### config.mk
export PLATFORM = sky130hd
export DESIGN_NAME = imem_loader
export DESIGN_NICKNAME = d
export VERILOG_FILES = /design/src/rtl/imem_loader.sv
export SDC_FILE = /design/constraint.sdc
export NUM_CORES = 1
export LEC_CHECK = 0
export ABC_CLOCK_PERIOD_IN_PS = 4280
export CAP_MARGIN = 30
export CORE_MARGIN = 2
export CORE_UTILIZATION = 55
export CTS_CLUSTER_DIAMETER = 200
export DETAILED_ROUTE_END_ITERATION = 8
export PLACE_DENSITY = 0.83
export SYNTH_ARGS = -nofsm -noshare
export SYNTH_HDL_FRONTEND = slang
export SYNTH_SLANG_ARGS = --single-unit
### constraint.sdc
create_clock -name clk -period 4.28 [get_ports clk]
set_input_delay 0.856 -clock clk [delete_from_list [all_inputs] [get_ports clk]]
set_output_delay 0.856 -clock clk [all_outputs]
set_load 0.01 [all_outputs]
### src/rtl/imem_loader.sv
// rtl/imem_loader.sv - framed byte-stream loader for the stage-1 program memory
// Holds the core in reset until the image is written and its XOR checksum matches.
module imem_loader #(
  parameter int ADDR_W = 8,
  parameter int DATA_W = 16
) (
  input  logic              clk,
  input  logic              rst,
  input  logic              start,
  input  logic              rx_valid,
  input  logic [7:0]        rx_data,
  output logic              rx_ready,
  output logic              mem_we,
  output logic [ADDR_W-1:0] mem_addr,
  output logic [DATA_W-1:0] mem_wdata,
  output logic              core_hold,
  output logic              done,
  output logic              error
);

  typedef enum logic [2:0] {
    S_CNT_HI, S_CNT_LO, S_DATA_HI, S_DATA_LO, S_WRITE, S_CHK, S_DONE, S_ERR
  } state_t;

  localparam logic [16:0] MAX_CNT = 17'(1) << ADDR_W;

  state_t              state_q, state_d;
  logic [15:0]         count_q, count_d;
  logic [ADDR_W-1:0]   idx_q, idx_d;
  logic [DATA_W-1:0]   word_q, word_d;
  logic [7:0]          xor_q, xor_d;
  logic                accept;
  logic [15:0]         cnt_new;

  always_ff @(posedge clk or negedge rst) begin
    if (!rst) begin
      state_q <= S_CNT_HI;
      count_q <= '0;
      idx_q   <= '0;
      word_q  <= '0;
      xor_q   <= '0;
    end else begin
      state_q <= state_d;
      count_q <= count_d;
      idx_q   <= idx_d;
      word_q  <= word_d;
      xor_q   <= xor_d;
    end
  end

  always_comb begin
    state_d = state_q;
    count_d = count_q;
    idx_d   = idx_q;
    word_d  = word_q;
    xor_d   = xor_q;
    accept  = rx_valid && rx_ready;
    cnt_new = {count_q[15:8], rx_data};
    case (state_q)
      S_CNT_HI: if (accept) begin
        count_d[15:8] = rx_data;
        state_d       = S_CNT_LO;
      end
      S_CNT_LO: if (accept) begin
        count_d = cnt_new;
        idx_d   = '0;
        xor_d   = '0;
        if (cnt_new == 16'd0)                state_d = S_CHK;
        else if ({1'b0, cnt_new} > MAX_CNT)  state_d = S_ERR;
        else                                 state_d = S_DATA_HI;
      end
      S_DATA_HI: if (accept) begin
        word_d[DATA_W-1:8] = rx_data;
        xor_d              = xor_q ^ rx_data;
        state_d            = S_DATA_LO;
      end
      S_DATA_LO: if (accept) begin
        word_d[7:0] = rx_data;
        xor_d       = xor_q ^ rx_data;
        state_d     = S_WRITE;
      end
      S_WRITE: begin
        // count never exceeds 2^ADDR_W here, so the index cannot wrap
        if (17'(idx_q) == 17'(count_q) - 17'd1) begin
          state_d = S_CHK;
        end else begin
          idx_d   = idx_q + 1'b1;
          state_d = S_DATA_HI;
        end
      end
      S_CHK: if (accept) begin
        state_d = (rx_data == xor_q) ? S_DONE : S_ERR;
      end
      S_DONE:  if (start) state_d = S_CNT_HI;
      S_ERR:   if (start) state_d = S_CNT_HI;
      default: state_d = S_CNT_HI;
    endcase
  end

  always_comb begin
    rx_ready  = (state_q == S_CNT_HI) || (state_q == S_CNT_LO) ||
                (state_q == S_DATA_HI) || (state_q == S_DATA_LO) ||
                (state_q == S_CHK);
    mem_we    = (state_q == S_WRITE);
    mem_addr  = idx_q;
    mem_wdata = word_q;
    core_hold = (state_q != S_DONE);
    done      = (state_q == S_DONE);
    error     = (state_q == S_ERR);
  end

endmodule
Word level (Yosys, flattened, before mapping)
Cells that the tools add are included.
- register bits: 51
- bits in latches: 0
- bits in writable memories: 0
- bits in read-only memories: 0
- input bits: 12
- output and inout port bits: 29
- memories: 0
- add/sub/neg operators: 2
- $mul: 0
- divide/modulo/power cells: 0
- magnitude comparators: 1
- equality and inequality tests: 18
- shifts and indexed selects: 0
- muxes and demuxes: 18
- bitwise logic cells: 2
- reduce and logical (&&, ||, !) cells: 18
- operators by type and width (cell ; count):
    8-bit case mux with 2 select lines ; 3
    8-bit two-way mux ; 4
    3-bit two-way mux ; 9
    3-bit case mux with 7 select lines ; 1
    8-bit by 17-bit == test with 1-bit output ; 1
    16-bit by 1-bit subtractor with 17-bit output (second input constant) ; 1
    16-bit by 9-bit greater-than comparator with 1-bit output (second input constant) ; 1
    16-bit zero test ; 1
    3-bit == test (second input constant) ; 4
    2-bit inequality test (second input constant) ; 6
    3-bit AND reduction ; 3
    8-bit by 1-bit adder with 8-bit output (second input constant) ; 1
    8-bit == test ; 1
    8-bit bitwise XOR ; 1
    3-bit by 2-bit == test with 1-bit output (second input constant) ; 2
    2-bit AND reduction ; 3
    6-bit AND reduction ; 1
    1-bit logical OR ; 4
    2-bit by 1-bit inequality test with 1-bit output (second input constant) ; 2
    2-bit nonzero test ; 2
    2-bit OR reduction ; 2
    3-bit by 1-bit == test with 1-bit output (second input constant) ; 1
    3-bit zero test ; 1
    3-bit inequality test (second input constant) ; 1
    3 further kinds ; 3

Depth between registers and ports, before layout
Gate-level depths: netlist of run 1.
- depth after elaboration: 8
- mapped depth: 9
- gate-level depth less buffers: 8

Least setup slack after synthesis of run 1
No wires, ideal clock.
- path type: flip-flop to flip-flop
- from: register count_q[0]
- to: register idx_q[0] (netlist: mem_addr[0])
- library setup time: 0.125 ns
- arrival: 2.396 ns
- data required time: 4.155 ns
- slack: 1.759 ns
- stages on the path, launching flop included: 9
- path buffers: 0
- cells stage by stage: dfrtp_1 inv_1 ha_1 or4b_4 a2111o_1 a221oi_2 and4b_4 a21oi_2 mux2_2
- longest elaborated chain between the ends: 4
- ends and longest elaborated chain (item ; line ; source):
    start, declared ; 28 ; logic [15:0] count_q, count_d;
    start signal, assigned ; 44 ; count_q <= count_d;
    16-bit by 1-bit subtractor with 17-bit output ; 84 ; if (17'(idx_q) == 17'(count_q) - 17'd1) begin
    8-bit by 17-bit == test with 1-bit output ; 84 ;
    2-bit inequality test (no source line) ; - ;
    3-bit AND reduction (no source line) ; - ;
    end signal, assigned ; 45 ; idx_q <= idx_d;
    end, declared ; 29 ; logic [ADDR_W-1:0] idx_q, idx_d;
No other way between the ends.
A chain may end at the register's enable or synchronous reset.

Final worst setup path of run 1
- from: register state_q[1]
- to: output mem_we
- longest elaborated chain between the ends: 1
- ends and longest elaborated chain (item ; line ; source):
    start, declared ; 27 ; state_t state_q, state_d;
    start signal, assigned ; 43 ; state_q <= state_d;
    3-bit == test ; 104 ; mem_we = (state_q == S_WRITE);
    end, declared ; 13 ; output logic mem_we,
No other way between the ends.

==> flow_summary.json, run 1 <==
{
  "layout-drive-gt1-share_pct": 14.1,
  "ctsHoldBuffers": 0,
  "ys_seq_elements": 51,
  "drc_errors": 0,
  "clk_pin_slew_ns": 0.09,
  "yosys.area.top_type": "dfrtp_1",
  "end_kind": "output pin",
  "coreArea_sq_um": 5170,
  "status": "complete, no violations",
  "ys.flop_type": "dfrtp_1",
  "hpwlAfterDp_mm": 4.92,
  "synthArstFlopShare_pct": 100,
  "min_period_over_period_pct": 67.7,
  "num_io_pins": 41,
  "crit_fanout": 20,
  "r2r_end": "mem_addr[0]",
  "drv_cap": 0,
  "yosys_warnings": 0,
  "finalSetupTns_ns": 0,
  "crit_type": "register to output pin",
  "ant_nets": 0,
  "syn-num-nets": 331,
  "start_util_pct": 57.4,
  "grt_overflow": 0,
  "start_kind": "register",
  "antenna-diode-count": 0,
  "synth_area_leaders": "dfrtp_1, mux2_2, nand2_1",
  "track_usage_pct": 24.5,
  "fin_area_sq_um": 3470,
  "setup_viol": 0,
  "rows": 26,
  "die_h_um": 77.5,
  "cts_setup_buffers": 0,
  "min_path_type": "input pin to asynchronous set/reset pin",
  "cts_tree": "yes",
  "fin_nets": 361,
  "syn2layout_area_growth_pct": 16.9,
  "grt_pass1_vias": 2456,
  "fp.dieArea_sq_um": 6000,
  "syn_inst": 317,
  "power_mw": 2.34,
  "via_per_inst": 6.13,
  "gp_congestion": 0.917,
  "cts_buffer_depth": 2,
  "clk_latency_ns": 0.31,
  "synth_top_area_share_pct": 43.0,
  "tightest_slew_ns": 0.609,
  "cts_buffers": 5,
  "totalWireLength_mm": 6.92,
  "final_max_slew_viol_count": 0,
  "synth_edf_count": 0,
  "drt_iter0_markers": 199,
  "synth_area_sq_um": 2970,
  "antenna_found_initial": 0,
  "rsz0062_at_grt": "false",
  "synthTopCellsByCount": "dfrtp_1, nand2_1, o21ai_0",
  "cts_num_sinks": 51,
  "power.density_nw_per_um2": 674,
  "yosysMostFrequentCell": "dfrtp_1",
  "synth_cell_types": 54,
  "rr_startpoint": "count_q[0]",
  "arrival_ns": 2.04,
  "die_x_um": 77.5,
  "finalHoldViolCount": 0,
  "ys_seq_area_share_pct": 43.0,
  "fin_crit_ns": 2.90,
  "drt_pass1_iterations": 4,
  "r2r_cells": 8,
  "h-tree-depth": 2,
  "io_buffer_count": 40,
  "cts_resized": 0,
  "routedWlPerCell_um": 16.6,
  "peakVddDrop_mv": 0.377,
  "fin_worst_skew_ns": 0.00969,
  "max_slew_margin_pct": 59.2,
  "place_area_sq_um": 3380,
  "syn_avg_cell_area_sq_um": 9.37,
  "r2r_setup_slack_ns": 1.55,
  "p_leak_nw": 1.40,
  "crit_required_ns": 3.42,
  "grt_pass1_wl_mm": 11.7,
  "grt_max_degree": 42,
  "clockRootBuffer": "clkbuf_8",
  "via_count": 2558,
  "fmax_ghz": 0.345
}
[routing by layer]
metal  vias up  track usage, %  part of all wire [%]
li1       1197               -                     -
met1      1235            30.5                    40
met2       114            42.0                    51
met3        12            5.58                   7.6
met4         0            8.04                   1.4
met5         -               0                     0
[worst max-delay path, stage by stage, from the launching register on]
cell and delay, ns:
dfrtp_1 0.60, nor2_1 0.21, nand2_1 0.13, inv_1 0.22, clkdlybuf4s50_1 0.57
[flip-flops by register name, indices dropped and copies added (netlist names)]
register / flops
mem_wdata: 16
state_q: 3
count_q: 16
xor_q: 8
mem_addr: 8
[per-stage QoR]
stage | cells | hold slack (ns) | setup slack, ns | util [%]
detailed placement | 410 | 0.491 | 1.31 | 65.4
floorplan | 317 | 0.472 | 1.76 | -
finish | 417 | 0.399 | 1.38 | 67.1
global route | 417 | 0.405 | 1.26 | 67.1
CTS | 417 | 0.405 | 1.38 | 67.1
global placement | 410 | 0.483 | 1.39 | 65.4
[final cells by class]
cell class,count,area [sq um]
clock inverters,1,5.00
inverters,10,37.5
flip-flops and latches,51,1280
repair buffers,44,425
well taps,70,87.6
multi-input cells,235,1560
fillers,395,1700
clock buffers,6,82.6
[cell families (layout without fill, tap and decap cells)]
| logic type | after synthesis | count (layout) | synth area share, % |
|---|---|---|---|
| fa+ha+maj | 2 | 2 | 0.843 |
| flops | 51 | 51 | 43.0 |
| compound gates | 68 | 68 | 16.0 |
| buf+inv | 31 | 61 | 4.64 |
| simple gates | 121 | 121 | 20.5 |
| mux | 25 | 25 | 9.48 |
| xor+xnor | 19 | 19 | 5.60 |
[cell usage in the layout (no fill, tap or decap), types with 6 or more instances in the layout]
master	netlist	final
dfrtp_1	51	51
nand2_1	42	42
clkdlybuf4s50_1	0	39
o21ai_0	28	28
mux2_2	25	25
nand3_1	18	18
nor2_1	15	15
nor4_1	13	13
inv_1	10	10
xnor2_1	10	10
xor2_1	9	9
a21oi_1	8	8
nor3_1	7	7
clkbuf_8	0	6
[where the power goes]
group          switching (mW)  internal, mW
Sequential              0.262         0.691
Combinational           0.527         0.576
Clock                   0.156         0.127
[worst max path at each step]
stage | cells after the start | slack, ns | start | endpoint
2_1_floorplan | 8 | 1.76 | count_q[0] | mem_addr[0]
3_5_place_dp | 6 | 1.31 | rx_valid | mem_wdata[8]
6_report | 4 | 1.38 | state_q[1] | mem_we
3_3_place_gp | 6 | 1.39 | rx_valid | mem_wdata[12]
5_1_grt | 4 | 1.26 | state_q[1] | mem_we
4_1_cts | 4 | 1.38 | state_q[1] | mem_we
Power figures use the tool's default switching activity.
==> run 2, diff against run 1 <==
==> config.mk (replaced) <==
export PLATFORM = sky130hd
export DESIGN_NAME = imem_loader
export DESIGN_NICKNAME = d
export VERILOG_FILES = /design/src/rtl/imem_loader.sv
export SDC_FILE = /design/constraint.sdc
export NUM_CORES = 1
export LEC_CHECK = 0
export ABC_CLOCK_PERIOD_IN_PS = 2300
export CAP_MARGIN = 30
export CORE_MARGIN = 2
export CORE_UTILIZATION = 50
export CTS_CLUSTER_DIAMETER = 200
export DETAILED_ROUTE_END_ITERATION = 8
export PLACE_DENSITY = 0.8
export SYNTH_ARGS = -nofsm -noshare
export SYNTH_HDL_FRONTEND = slang
export SYNTH_SLANG_ARGS = --single-unit
==> constraint.sdc (replaced) <==
create_clock -name clk -period 2.3 [get_ports clk]
set_input_delay 0.46 -clock clk [delete_from_list [all_inputs] [get_ports clk]]
set_output_delay 0.46 -clock clk [all_outputs]
set_load 0.01 [all_outputs]
==> run 2 against run 1 <==
- combinational power increased to 2.6 times the previous value
- non-clock buffer count grew 47
- first-iteration DRC count up 24%
- critical endpoint is now mem_addr[0]
- sequential power increased by 73%
- the flow now finishes with violations (setup timing)
- count of clock-buffer cells in the layout decreased by 1
- final area rose by 14%
==> flow_summary.json, run 2 (synthesized netlist as in run 1, its figures left out) <==
{
  "status": "complete, but fails checks",
  "failed_checks": "setup timing",
  "gp_congestion": 0.897,
  "h-tree-depth": 2,
  "place_area_sq_um": 3700,
  "fin_area_sq_um": 3950,
  "min_period_over_period_pct": 106,
  "peakVddDrop_mv": 0.690,
  "setup_viol": 6,
  "rsz0062_at_grt": "true",
  "coreArea_sq_um": 5820,
  "setup_ws_ns": -0.135,
  "clk_pin_slew_ns": 0.11,
  "final_common_cell": "dfrtp_1",
  "via_count": 2751,
  "finalHoldViolCount": 0,
  "dpl_worst_slack_ns": -0.111,
  "crit_required_ns": 2.51,
  "final_max_slew_viol_count": 0,
  "met2WireLength_mm": 4.01,
  "die_h_um": 81.1,
  "grt_pass1_wl_mm": 12.7,
  "crit_type": "register to register",
  "start_util_pct": 51.1,
  "antenna_found_initial": 0,
  "max_slew_margin_pct": 56.1,
  "arrival_ns": 2.64,
  "die_x_um": 81.1,
  "cts_buffers": 5,
  "power_mw": 5.09,
  "track_usage_pct": 24.9,
  "path_cells": "inv_2, ha_4, or4b_4, a2111o_1, a221oi_2, and4b_4, a21oi_2, mux2_2",
  "utilization_pct": 67.8,
  "min_path_type": "input pin to asynchronous set/reset pin",
  "drt_iter0_markers": 246,
  "fillers": 473,
  "routedWlPerCell_um": 16.9,
  "ant_nets": 0,
  "cts_tree": "yes",
  "crit_fanout": 4,
  "p_leak_nw": 1.65,
  "rows": 28,
  "num_io_pins": 41,
  "power.density_nw_per_um2": 1290,
  "fin_nets": 408,
  "clockRootBuffer": "clkbuf_8",
  "fin_worst_skew_ns": 0.00892,
  "drv_cap": 0,
  "drt_pass1_iterations": 4,
  "dr.max_layer_used": "met4",
  "grt_pass1_vias": 2587,
  "hpwlAfterDp_mm": 5.55,
  "met3_length_um": 352,
  "fmax_ghz": 0.411,
  "critical_path.max_stage_delay_ns": 0.47,
  "final_cell_mix": "dfrtp_1, buf_4, nand2_1",
  "critPathSlowestCell": "or4b_4",
  "drc_errors": 0,
  "grt_overflow": 0,
  "place_inst": 455,
  "tightest_slew_ns": 0.659,
  "io_buffer_count": 40,
  "layoutNonFillerInstCount": 470,
  "layout-drive-gt1-share_pct": 29.4,
  "fin_crit_ns": 2.44,
  "end_kind": "register",
  "cts_num_sinks": 51,
  "start_kind": "register",
  "wl_met1_mm": 3.35,
  "fp.dieArea_sq_um": 6570,
  "grt_max_degree": 52,
  "via_per_inst": 5.85,
  "cts_buffer_depth": 2,
  "antenna-diode-count": 0,
  "finalSetupTns_ns": -0.486,
  "syn2layout_area_growth_pct": 32.9,
  "totalWireLength_mm": 7.92,
  "ctsHoldBuffers": 0,
  "hold_slack_ns": 0.249,
  "clk_latency_ns": 0.32
}
run 2: changes by cell type in the layout (fill, tap and decap cells not counted), sizes merged:
cell,delta
buf,+47
clkbuf,-1
clkinv,-1
inv,+3
run 2: timing repair:
action / 4_1_cts / 5_1_grt
endpoints found under the setup margin: 12 / 14
setup buffers: 2 / 5
cloned: 0 / 0
resized for setup: 5 / 17
pin swaps: 5 / 8
run 2: cell type report:
class / instances / area [sq um] / area share (%)
clock buffers: 5 / 68.8 / 1.74
inverters: 10 / 37.5 / 0.951
flip-flops and latches: 51 / 1280 / 32.4
multi-input cells: 235 / 1660 / 42.0
repair buffers: 91 / 782 / 19.8
well taps: 75 / 93.8 / 2.38
clock inverters: 3 / 31.3 / 0.793
run 2: final timing paths:
path,start,endpoint,slack (ns),depth (start not counted)
worst max-delay path,count_q[1],mem_addr[0],-0.14,8
worst min-delay path,rst,count_q[5],0.25,2
worst max register to register,count_q[1],mem_addr[0],-0.14,8
worst min register to register,mem_wdata[14],mem_wdata[14],0.52,1
max in group asynchronous,rst,mem_wdata[7],1.61,2
min in group clk,mem_wdata[14],mem_wdata[14],0.52,1
run 2: power by group:
part	leakage (nW)	total, mW	internal, mW	switching (mW)
Combinational	0.958	2.85	1.50	1.35
Sequential	0.637	1.65	1.29	0.366
Clock	0.0526	0.587	0.234	0.353
run 2: routing by layer:
metal  vias to the layer above  GRT usage [%]
li1                       1285              -
met3                        25           3.67
met4                         0           7.80
met5                         -              0
met1                      1334           32.3
met2                       107           43.1
run 2: critical path: cells and delay by family (launching register included):
kind            cells  cell delay [ns]
compound gates      3             0.67
flops               1             0.41
mux                 1             0.28
buf+inv             1             0.09
simple gates        2             0.77
fa+ha+maj           1             0.13
==> run 3, diff against run 2 <==
--- a/config.mk
+++ b/config.mk
@@ -15,3 +15,4 @@
 export SYNTH_ARGS = -nofsm -noshare
 export SYNTH_HDL_FRONTEND = slang
 export SYNTH_SLANG_ARGS = --single-unit
+export TNS_END_PERCENT = 10
==> run 3 against run 2 <==
- the run still ends with setup timing left
- die area unchanged
- final cell count down 1.5%
- total power down 4.6%
- sequential share of layout area up 0.87 points
- highest routed layer unchanged
- worst hold slack worse by 0.012 ns
- flip-flop and latch count unchanged
- count of clock-buffer cells in the layout unchanged
==> flow_summary.json, run 3 (synthesized netlist as in run 1, its figures left out) <==
{
  "ctsHoldBuffers": 0,
  "power_mw": 4.86,
  "start_util_pct": 51.1,
  "cts_num_sinks": 51,
  "antenna-diode-count": 0,
  "routedWlPerCell_um": 16.7,
  "arrival_ns": 2.61,
  "syn2layout_area_growth_pct": 29.4,
  "fillers": 486,
  "clk_latency_ns": 0.31,
  "grt_overflow": 0,
  "dpl_worst_slack_ns": -0.0914,
  "min_path_type": "input pin to asynchronous set/reset pin",
  "crit_fanout": 4,
  "h-tree-depth": 2,
  "via_per_inst": 5.85,
  "startpoint": "count_q[1]",
  "p_leak_nw": 1.60,
  "fp.dieArea_sq_um": 6570,
  "place_inst": 455,
  "grt_max_degree": 52,
  "grt_pass1_wl_mm": 12.8,
  "r2r_setup_slack_ns": -0.11,
  "rsz0062_at_grt": "true",
  "rows": 28,
  "layoutNonFillerInstCount": 463,
  "via_count": 2708,
  "min_period_over_period_pct": 105,
  "rr_startpoint": "count_q[1]",
  "peakVddDrop_mv": 0.725,
  "drv_cap": 0,
  "crit_type": "register to register",
  "track_usage_pct": 25.3,
  "io_buffer_count": 40,
  "num_io_pins": 41,
  "drt_iter0_markers": 201,
  "layout-drive-gt1-share_pct": 26.0,
  "gp_congestion": 0.902,
  "setup_ws_ns": -0.105,
  "status": "complete, but fails checks",
  "fmax_ghz": 0.416,
  "final_common_cell": "dfrtp_1",
  "hpwlAfterDp_mm": 5.68,
  "die_h_um": 81.1,
  "totalWireLength_mm": 7.72,
  "start_kind": "register",
  "failed_checks": "setup timing",
  "max_slew_margin_pct": 57.0,
  "cts_buffer_depth": 2,
  "r2r_end": "mem_addr[0]",
  "power.density_nw_per_um2": 1260,
  "final_cell_mix": "dfrtp_1, buf_4, nand2_1",
  "grt_pass1_vias": 2658,
  "setup_viol": 7,
  "clockRootBuffer": "clkbuf_8",
  "drc_errors": 0,
  "coreArea_sq_um": 5820,
  "end_kind": "register",
  "final_max_slew_viol_count": 0,
  "clk_pin_slew_ns": 0.10,
  "crit_required_ns": 2.51,
  "die_x_um": 81.1,
  "tightest_slew_ns": 0.646,
  "cts_buffers": 5,
  "fin_worst_skew_ns": 0.00912,
  "fin_nets": 401,
  "cts_tree": "yes",
  "drt_pass1_iterations": 5,
  "antenna_found_initial": 0,
  "ant_nets": 0,
  "r2r_cells": 8,
  "finalHoldViolCount": 0,
  "fin_crit_ns": 2.41
}
run 3: changes by cell type in the layout (fill, tap and decap cells not counted), moves of 2 or more:
| cell | delta |
|---|---|
| or4_1 | +2 |
| or4_4 | -2 |
| buf_4 | -6 |
| o21ai_0 | +3 |
| o21ai_2 | -2 |
| inv_8 | -2 |
run 3: area by class of cell:
type	instances	area [sq um]	share of cell area (%)
Tap cell	75	93.8	2.44
Sequential cell	51	1280	33.2
Clock inverter	3	22.5	0.586
Clock buffer	5	68.8	1.79
Multi-Input combinational cell	235	1620	42.1
Timing Repair Buffer	84	726	18.9
Inverter	10	37.5	0.977
run 3: worst max-delay path by stage:
stage                   to  slack [ns]  cells after the start
6_report       mem_addr[0]       -0.11                      8
5_1_grt         state_q[0]       -0.20                      8
4_1_cts        mem_addr[0]        -0.1                      8
3_5_place_dp   mem_addr[0]       -0.09                      8
3_3_place_gp   mem_addr[0]       -0.06                      8
2_1_floorplan  mem_addr[0]       -0.05                      8
run 3: routing by layer:
metal / routed length [um] / global-route usage, % / vias to the layer above
met5: 0 / 0 / -
met2: 3860 / 41.5 / 110
li1: - / - / 1274
met4: 180 / 10.5 / 0
met3: 432 / 5.67 / 19
met1: 3250 / 32.5 / 1305
run 3: worst max-delay path, stage by stage (launching register included):
cell	delay, ns
dfrtp_1	0.40
inv_2	0.08
ha_4	0.13
or4b_4	0.47
o41a_1	0.38
a221oi_2	0.18
and4b_4	0.29
a21oi_2	0.08
mux2_2	0.28
run 3: where the power goes:
part           leakage [nW]  internal, mW  switching (mW)
Sequential            0.637          1.29           0.357
Clock                0.0489         0.221           0.330
Combinational         0.918          1.38            1.28
Total                  1.60          2.89            1.96
run 3: stage by stage:
| stage | instance area, sq um | utilization, % | TNS [ns] | hold slack, ns |
|---|---|---|---|---|
| 3_5_place_dp | 3700 | 63.6 | -0.457 | 0.492 |
| 6_report | 3840 | 66.0 | -0.361 | 0.237 |
| 4_1_cts | 3800 | 65.4 | -0.339 | 0.277 |
| 5_1_grt | 3840 | 66.0 | -1.73 | 0.302 |
| 3_3_place_gp | 3700 | 63.6 | -0.159 | 0.481 |
| 2_1_floorplan | 2980 | - | -0.0559 | 0.164 |
run 3: timing repair:
item	4_1_cts	5_1_grt
gates cloned	0	0
gates resized for setup	2	7
pin swaps	3	0
setup buffers	0	0
endpoints found under the setup margin	11	14
